--- config.mk ---
export PLATFORM = sky130hd
export DESIGN_NAME = memory_controller_seq
export DESIGN_NICKNAME = d
export VERILOG_FILES = /design/src/rtl/memory_controller_seq.sv
export SDC_FILE = /design/constraint.sdc
export NUM_CORES = 1
export LEC_CHECK = 0
export ABC_AREA = 1
export BUFFER_PORTS_ARGS = -buffer_cell sky130_fd_sc_hd__buf_2
export CAP_MARGIN = 20
export CORE_ASPECT_RATIO = 1.5
export CORE_MARGIN = 2
export CORE_UTILIZATION = 49
export DETAILED_ROUTE_END_ITERATION = 8
export GPL_ROUTABILITY_DRIVEN = 0
export PLACE_DENSITY = 0.81
export SLEW_MARGIN = 20
export SYNTH_ARGS = -nofsm -noshare
export SYNTH_HDL_FRONTEND = slang
export SYNTH_SLANG_ARGS = --single-unit
export TNS_END_PERCENT = 1
--- constraint.sdc ---
create_clock -name clk -period 2.1 [get_ports clk]
set_clock_uncertainty 0.2 [all_clocks]
set_input_delay 0.42 -clock clk [delete_from_list [all_inputs] [get_ports clk]]
set_output_delay 0.42 -clock clk [all_outputs]
set_load 0.01 [all_outputs]
--- src/rtl/memory_controller_seq.sv ---
// memory_controller_seq
// Sequential virtual-to-physical memory controller. One CPU access at a time
// is accepted over a req/ready handshake, decoded into the text, data-segment
// or IO region, and carried out against RAM (fixed wait states) or the IO bus
// (ready handshake with timeout). Every output comes straight from a register.

module memory_controller_seq #(
    parameter logic [31:0] VIRT_TEXT_START = 32'h0000_0000,
    parameter logic [31:0] VIRT_TEXT_END   = 32'h0fff_ffff,
    parameter logic [31:0] VIRT_DS_START   = 32'h1000_0000,
    parameter logic [31:0] VIRT_DS_END     = 32'h7fff_ffff,
    parameter logic [31:0] VIRT_IO_START   = 32'hffff_0000,
    parameter logic [31:0] VIRT_IO_END     = 32'hffff_ffff,
    parameter int          PHYS_ADDR_BITS  = 11,
    parameter int          IO_ADDR_BITS    = 4,
    parameter int          DS_OFFSET_SHIFT = 1,
    parameter int          MEM_WAIT        = 1,
    parameter int          IO_TIMEOUT      = 15,
    parameter int          WAIT_BITS       = 4
) (
    input  logic                      clk,
    input  logic                      rst,
    input  logic                      reqVirt,
    input  logic                      wEnVirt,
    input  logic [31:0]               addressVirt,
    input  logic [31:0]               dataInVirt,
    output logic [31:0]               dataOutVirt,
    output logic                      readyVirt,
    output logic                      errVirt,
    output logic [PHYS_ADDR_BITS-1:0] addressPhys,
    output logic [31:0]               dataInPhys,
    input  logic [31:0]               dataOutPhys,
    output logic                      enPhys,
    output logic                      wEnPhys,
    output logic [IO_ADDR_BITS-1:0]   addressIO,
    output logic [31:0]               dataInIO,
    input  logic [31:0]               dataOutIO,
    output logic                      enIO,
    output logic                      wEnIO,
    input  logic                      readyIO
);

    // Region spans are stored as (end - start) so an inclusive range check
    // becomes a single unsigned compare of (addr - start) against the span.
    localparam logic [31:0] TEXT_SPAN = VIRT_TEXT_END - VIRT_TEXT_START;
    localparam logic [31:0] DS_SPAN   = VIRT_DS_END - VIRT_DS_START;
    localparam logic [31:0] IO_SPAN   = VIRT_IO_END - VIRT_IO_START;
    localparam logic [31:0] DS_BASE   = 32'((2 ** PHYS_ADDR_BITS) >> DS_OFFSET_SHIFT);

    localparam logic [WAIT_BITS-1:0] MEM_LAST = WAIT_BITS'(MEM_WAIT);
    localparam logic [WAIT_BITS-1:0] IO_LAST  = WAIT_BITS'(IO_TIMEOUT - 1);

    typedef enum logic [1:0] {
        IDLE,
        MEM,
        IO,
        DONE
    } state_t;

    state_t                    state_q;
    logic [WAIT_BITS-1:0]      count_q;
    logic                      wEn_q;
    logic [31:0]               dataOut_q;
    logic                      ready_q;
    logic                      err_q;
    logic [PHYS_ADDR_BITS-1:0] addrPhys_q;
    logic [31:0]               dinPhys_q;
    logic                      enPhys_q;
    logic                      wEnPhys_q;
    logic [IO_ADDR_BITS-1:0]   addrIo_q;
    logic [31:0]               dinIo_q;
    logic                      enIo_q;
    logic                      wEnIo_q;

    logic [31:0]               textOff_d;
    logic [31:0]               dsOff_d;
    logic [31:0]               ioOff_d;
    logic                      hitText_d;
    logic                      hitDs_d;
    logic                      hitIo_d;
    logic [PHYS_ADDR_BITS-1:0] memAddr_d;
    logic [IO_ADDR_BITS-1:0]   ioAddr_d;

    // Decode the incoming virtual address into region hits and the RAM / IO
    // addresses it would map to; only consulted when a request is accepted.
    always_comb begin
        textOff_d = addressVirt - VIRT_TEXT_START;
        dsOff_d   = addressVirt - VIRT_DS_START;
        ioOff_d   = addressVirt - VIRT_IO_START;
        hitText_d = (textOff_d <= TEXT_SPAN);
        hitDs_d   = (dsOff_d <= DS_SPAN);
        hitIo_d   = (ioOff_d <= IO_SPAN);
        if (hitText_d) begin
            memAddr_d = PHYS_ADDR_BITS'(textOff_d);
        end else begin
            memAddr_d = PHYS_ADDR_BITS'(dsOff_d + DS_BASE);
        end
        ioAddr_d = IO_ADDR_BITS'(ioOff_d);
    end

    // Access sequencer: accepts a request, runs the RAM or IO phase, and
    // presents a one-cycle completion with registered data and error flag.
    always_ff @(posedge clk) begin
        if (rst) begin
            state_q    <= IDLE;
            count_q    <= '0;
            wEn_q      <= 1'b0;
            dataOut_q  <= '0;
            ready_q    <= 1'b0;
            err_q      <= 1'b0;
            addrPhys_q <= '0;
            dinPhys_q  <= '0;
            enPhys_q   <= 1'b0;
            wEnPhys_q  <= 1'b0;
            addrIo_q   <= '0;
            dinIo_q    <= '0;
            enIo_q     <= 1'b0;
            wEnIo_q    <= 1'b0;
        end else begin
            case (state_q)
                IDLE: begin
                    if (reqVirt) begin
                        wEn_q   <= wEnVirt;
                        count_q <= '0;
                        if (hitText_d || hitDs_d) begin
                            state_q    <= MEM;
                            enPhys_q   <= 1'b1;
                            wEnPhys_q  <= wEnVirt;
                            addrPhys_q <= memAddr_d;
                            dinPhys_q  <= dataInVirt;
                        end else if (hitIo_d) begin
                            state_q  <= IO;
                            enIo_q   <= 1'b1;
                            wEnIo_q  <= wEnVirt;
                            addrIo_q <= ioAddr_d;
                            dinIo_q  <= dataInVirt;
                        end else begin
                            state_q   <= DONE;
                            ready_q   <= 1'b1;
                            err_q     <= 1'b1;
                            dataOut_q <= '0;
                        end
                    end
                end
                MEM: begin
                    count_q <= count_q + 1'b1;
                    if (count_q == MEM_LAST) begin
                        dataOut_q  <= wEn_q ? 32'h0 : dataOutPhys;
                        err_q      <= 1'b0;
                        ready_q    <= 1'b1;
                        enPhys_q   <= 1'b0;
                        wEnPhys_q  <= 1'b0;
                        addrPhys_q <= '0;
                        dinPhys_q  <= '0;
                        state_q    <= DONE;
                    end
                end
                IO: begin
                    count_q <= count_q + 1'b1;
                    if (readyIO || (count_q == IO_LAST)) begin
                        dataOut_q <= (readyIO && !wEn_q) ? dataOutIO : 32'h0;
                        err_q     <= !readyIO;
                        ready_q   <= 1'b1;
                        enIo_q    <= 1'b0;
                        wEnIo_q   <= 1'b0;
                        addrIo_q  <= '0;
                        dinIo_q   <= '0;
                        state_q   <= DONE;
                    end
                end
                DONE: begin
                    ready_q   <= 1'b0;
                    err_q     <= 1'b0;
                    dataOut_q <= '0;
                    state_q   <= IDLE;
                end
                default: begin
                    state_q <= IDLE;
                end
            endcase
        end
    end

    assign dataOutVirt = dataOut_q;
    assign readyVirt   = ready_q;
    assign errVirt     = err_q;
    assign addressPhys = addrPhys_q;
    assign dataInPhys  = dinPhys_q;
    assign enPhys      = enPhys_q;
    assign wEnPhys     = wEnPhys_q;
    assign addressIO   = addrIo_q;
    assign dataInIO    = dinIo_q;
    assign enIO        = enIo_q;
    assign wEnIO       = wEnIo_q;

endmodule

==> results.cfg <==
[power_and_ir_drop]
power.share.combinational_pct = 47.6
irDropWorstVdd_mv = 0.914
cell_internal_pwr_w = 0.00742
net-switching-power_w = 0.00515
power_leakage_nw = 4.13
switching_share_pct = 41.0
design_power_total_w = 0.0126
p_seq_share_pct = 27.6
power.clock.fraction_pct = 24.9
power_density_nw_per_um2 = 1530

[sta]
timing.final.hold_violations = 0
period_share_pct = 95.1
report.final.setup_viol = 0
max_freq_ghz = 0.501
finalWorstPathRequiredPeriod_ps = 2000
timing.slew.headroom_pct = 71.8
maxSlewViolCount = 0
setup_total_negative_slack_ps = 0
tightest_slew_ps = 422

[floorplanning]
die_w_um = 94.6
placement_rows = 49
initial_utilization_pct = 50.2
total_die_area_sq_um = 13200
core-area_sq_um = 12000
io_pins = 250
die-height_um = 140

[global_routing]
antenna_found_initial = 0
grt_util_all_layers_pct = 26.0
grt_first_pass_wirelength_mm = 28.0
pin_count_of_the_biggest_net_entering_global_routing = 51
globalRouteOverflowTotal = 0
grt_pass1_vias = 5992

[clock_network]
clk-insertion-delay-late_ps = 400
tritoncts.num_buffers = 17
holdBufCountCts = 0
cts-htree-levels = 4
ctsLongestPathBuffers = 2
clock_tree_root_buffer_cell = sky130_fd_sc_hd__clkbuf_16
tritoncts = yes
clock_sink_count = 124
clkTransAtPathRegs_ps = 60

[yosys]
synthAdderAreaFrac_pct = 1.66
post-synth-top-area-cell = sky130_fd_sc_hd__dfxtp_1
sequential_area_share_after_synthesis_pct = 41.1
synth-compound-area-share_pct = 11.1
ys_seq_elements = 124
post_synth_inst_count = 910
synth_warnings = 0
postSynthNetCount = 1051
yosys.area_share.xor_xnor_pct = 0.145
muxShareOfSynthArea_pct = 0
yosys-top-cells-area = sky130_fd_sc_hd__dfxtp_1 41%, sky130_fd_sc_hd__nand2_1 15%, sky130_fd_sc_hd__nand4_1 7.6%
synth_cell_types = 29
synth_top_family_by_area = simple AND/OR/NAND/NOR gates
post_synth_instance_area_sq_um = 6030
synth-simple-area-share_pct = 32.9
yosysTopAreaCellShare_pct = 41.1
synth_area_per_cell_sq_um = 6.63

[worst_setup_path]
worstSetupEndpointType = flip-flop
critPathMaxFanout = 11
setup.worst_path.class = reg2reg
critPathMaxStageDelay_ps = 350
timing.critical_path.required_ps = 2230
timing.critical_path.cells = inv_1, ha_4, buf_4, o22ai_2, nand2_2, nor2_4, buf_12, buf_6, nand2_1, a21oi_1
critPathSlowestCell = sky130_fd_sc_hd__dfxtp_2
critPathLaunchType = flip-flop
cp.arrival_ps = 2130

[finish]
instances_no_fill = 1299
multi_input_area_sq_um = 2800
final.fill_count = 1060
register_area_sq_um = 2480
nNetsFinal = 1274
synthToLayoutAreaGrowth_pct = 36.5
post-route-cell-area_sq_um = 8230
final_layout_size_suffix_gt1_share_pct = 28.0
n_antenna_cell = 0

[place]
placedCellCount = 1262
placement.io_buffers = 244
post-dp-hpwl_mm = 11.6
postPlaceCellArea_sq_um = 7450

[drt]
detailedRoute.firstPassIterationCount = 6
ant_nets = 0
detail_route.vias_per_cell = 5.09
num_vias = 6609
post_drt_wl_per_cell_um = 13.8
finalWirelength_mm = 17.9
drcViolationCount = 0
violation_count_after_the_first_detailed_routing_iteration = 324

[worst_hold_path]
hp-class = in2reg

[run]
max_cap_viol_count = 0

[run_status]
status = complete, no violations
Yosys cell counts (all sizes together):
cell type,instances
a211oi,1
a21oi,90
a31o,1
buf,30
clkbuf,38
clkinv,2
dfxtp,124
ha,8
inv,122
nand2,250
nand3,40
nand4,73
nor2,88
nor3,1
o21ai,37
o22ai,1
or2,3
xor2,1
path summary, 6_finish.rpt:
| check | from | endpoint | slack (ps) | cells past startpoint |
|---|---|---|---|---|
| min reg2reg | dataInIO[7] | dataInIO[7] | 260 | 2 |
| max reg2reg | state_q[1] | dataInPhys[14] | 100 | 10 |
| max | state_q[1] | dataInPhys[14] | 100 | 10 |
| min | addressVirt[7] | addressPhys[7] | 60 | 3 |
layer usage:
metal | track usage (%) | part of all wire, % | vias to the layer above
met4 | 8.77 | 2.1 | 0
met1 | 29.1 | 38 | 2957
met5 | 0 | 0 | -
li1 | - | - | 3336
met3 | 6.46 | 8.2 | 30
met2 | 47.0 | 52 | 286
cell type report:
type / instances / area share [%]
Clock buffer: 19 / 5.38
Tap cell: 153 / 2.33
Sequential cell: 124 / 30.2
Clock inverter: 13 / 2.29
Inverter: 124 / 5.65
Timing Repair Buffer: 272 / 20.1
Multi-Input combinational cell: 594 / 34.1
power groups by stage:
| stage | registers [W] | clock network (W) | logic, W |
|---|---|---|---|
| 2_1_floorplan | 0.00384 | 0 | 0.00333 |
| 3_3_place_gp | 0.00347 | 0 | 0.00556 |
| 3_5_place_dp | 0.00350 | 0 | 0.00563 |
| 4_1_cts | 0.00346 | 0.00317 | 0.00567 |
| 5_1_grt | 0.00355 | 0.00328 | 0.00663 |
| 6_report | 0.00346 | 0.00313 | 0.00598 |
cell usage in the layout (no fill, tap or decap), types with 2 or more instances in the layout:
| master | instances |
|---|---|
| sky130_fd_sc_hd__nand3_1 | 38 |
| sky130_fd_sc_hd__clkinvlp_4 | 2 |
| sky130_fd_sc_hd__buf_2 | 243 |
| sky130_fd_sc_hd__a21oi_1 | 89 |
| sky130_fd_sc_hd__o21ai_0 | 37 |
| sky130_fd_sc_hd__clkinv_1 | 2 |
| sky130_fd_sc_hd__ha_1 | 5 |
| sky130_fd_sc_hd__clkbuf_16 | 20 |
| sky130_fd_sc_hd__nor2_1 | 85 |
| sky130_fd_sc_hd__ha_4 | 2 |
| sky130_fd_sc_hd__inv_1 | 121 |
| sky130_fd_sc_hd__dfxtp_1 | 123 |
| sky130_fd_sc_hd__nand2_1 | 248 |
| sky130_fd_sc_hd__clkinv_4 | 3 |
| sky130_fd_sc_hd__clkinv_2 | 2 |
| sky130_fd_sc_hd__bufinv_16 | 4 |
| sky130_fd_sc_hd__nand2_2 | 2 |
| sky130_fd_sc_hd__nor2_4 | 2 |
| sky130_fd_sc_hd__nand4_1 | 73 |
| sky130_fd_sc_hd__buf_12 | 13 |
| sky130_fd_sc_hd__or2_2 | 2 |
| sky130_fd_sc_hd__buf_6 | 2 |
| sky130_fd_sc_hd__inv_6 | 2 |
| sky130_fd_sc_hd__buf_4 | 11 |
worst max-delay path, delay by kind of cell, from the launching register on:
kind | cells | cell delay [ps]
adder cells (fa/ha/maj) | 1 | 200
AND/OR/NAND/NOR | 3 | 300
AO/OA/AOI/OAI | 2 | 310
buffers and inverters | 4 | 580
flip-flops | 1 | 350
cell families after synthesis:
family / count (synthesis)
flops: 124
xor+xnor: 1
buf+inv: 192
compound gates: 130
simple gates: 455
fa+ha+maj: 8
stage by stage:
step	setup slack [ps]	utilization, %	hold slack [ps]
after detailed placement	39.7	62.0	249
after CTS	25.7	67.3	52.1
after global routing	-8.33	68.5	63.1
after global placement	118	62.0	246
final	103	68.5	62.7
after floorplan	156	-	273
repair_timing:
action | CTS | global route
buffers inserted | 0 | 1
hold endpoints to repair | 0 | 0
gates resized for setup | 0 | 9
endpoints found under the setup margin | 0 | 76
flip-flops by register name, indices dropped and copies added, names as in the netlist:
name	count
enIO	1
enPhys	1
addressPhys	11
wEnIO	1
wEn_q	1
count_q	4
state_q	2
dataInIO	32
dataInPhys	32
addressIO	4
dataOutVirt	32
errVirt	1
wEnPhys	1
readyVirt	1
Power figures use the tool's default switching activity.
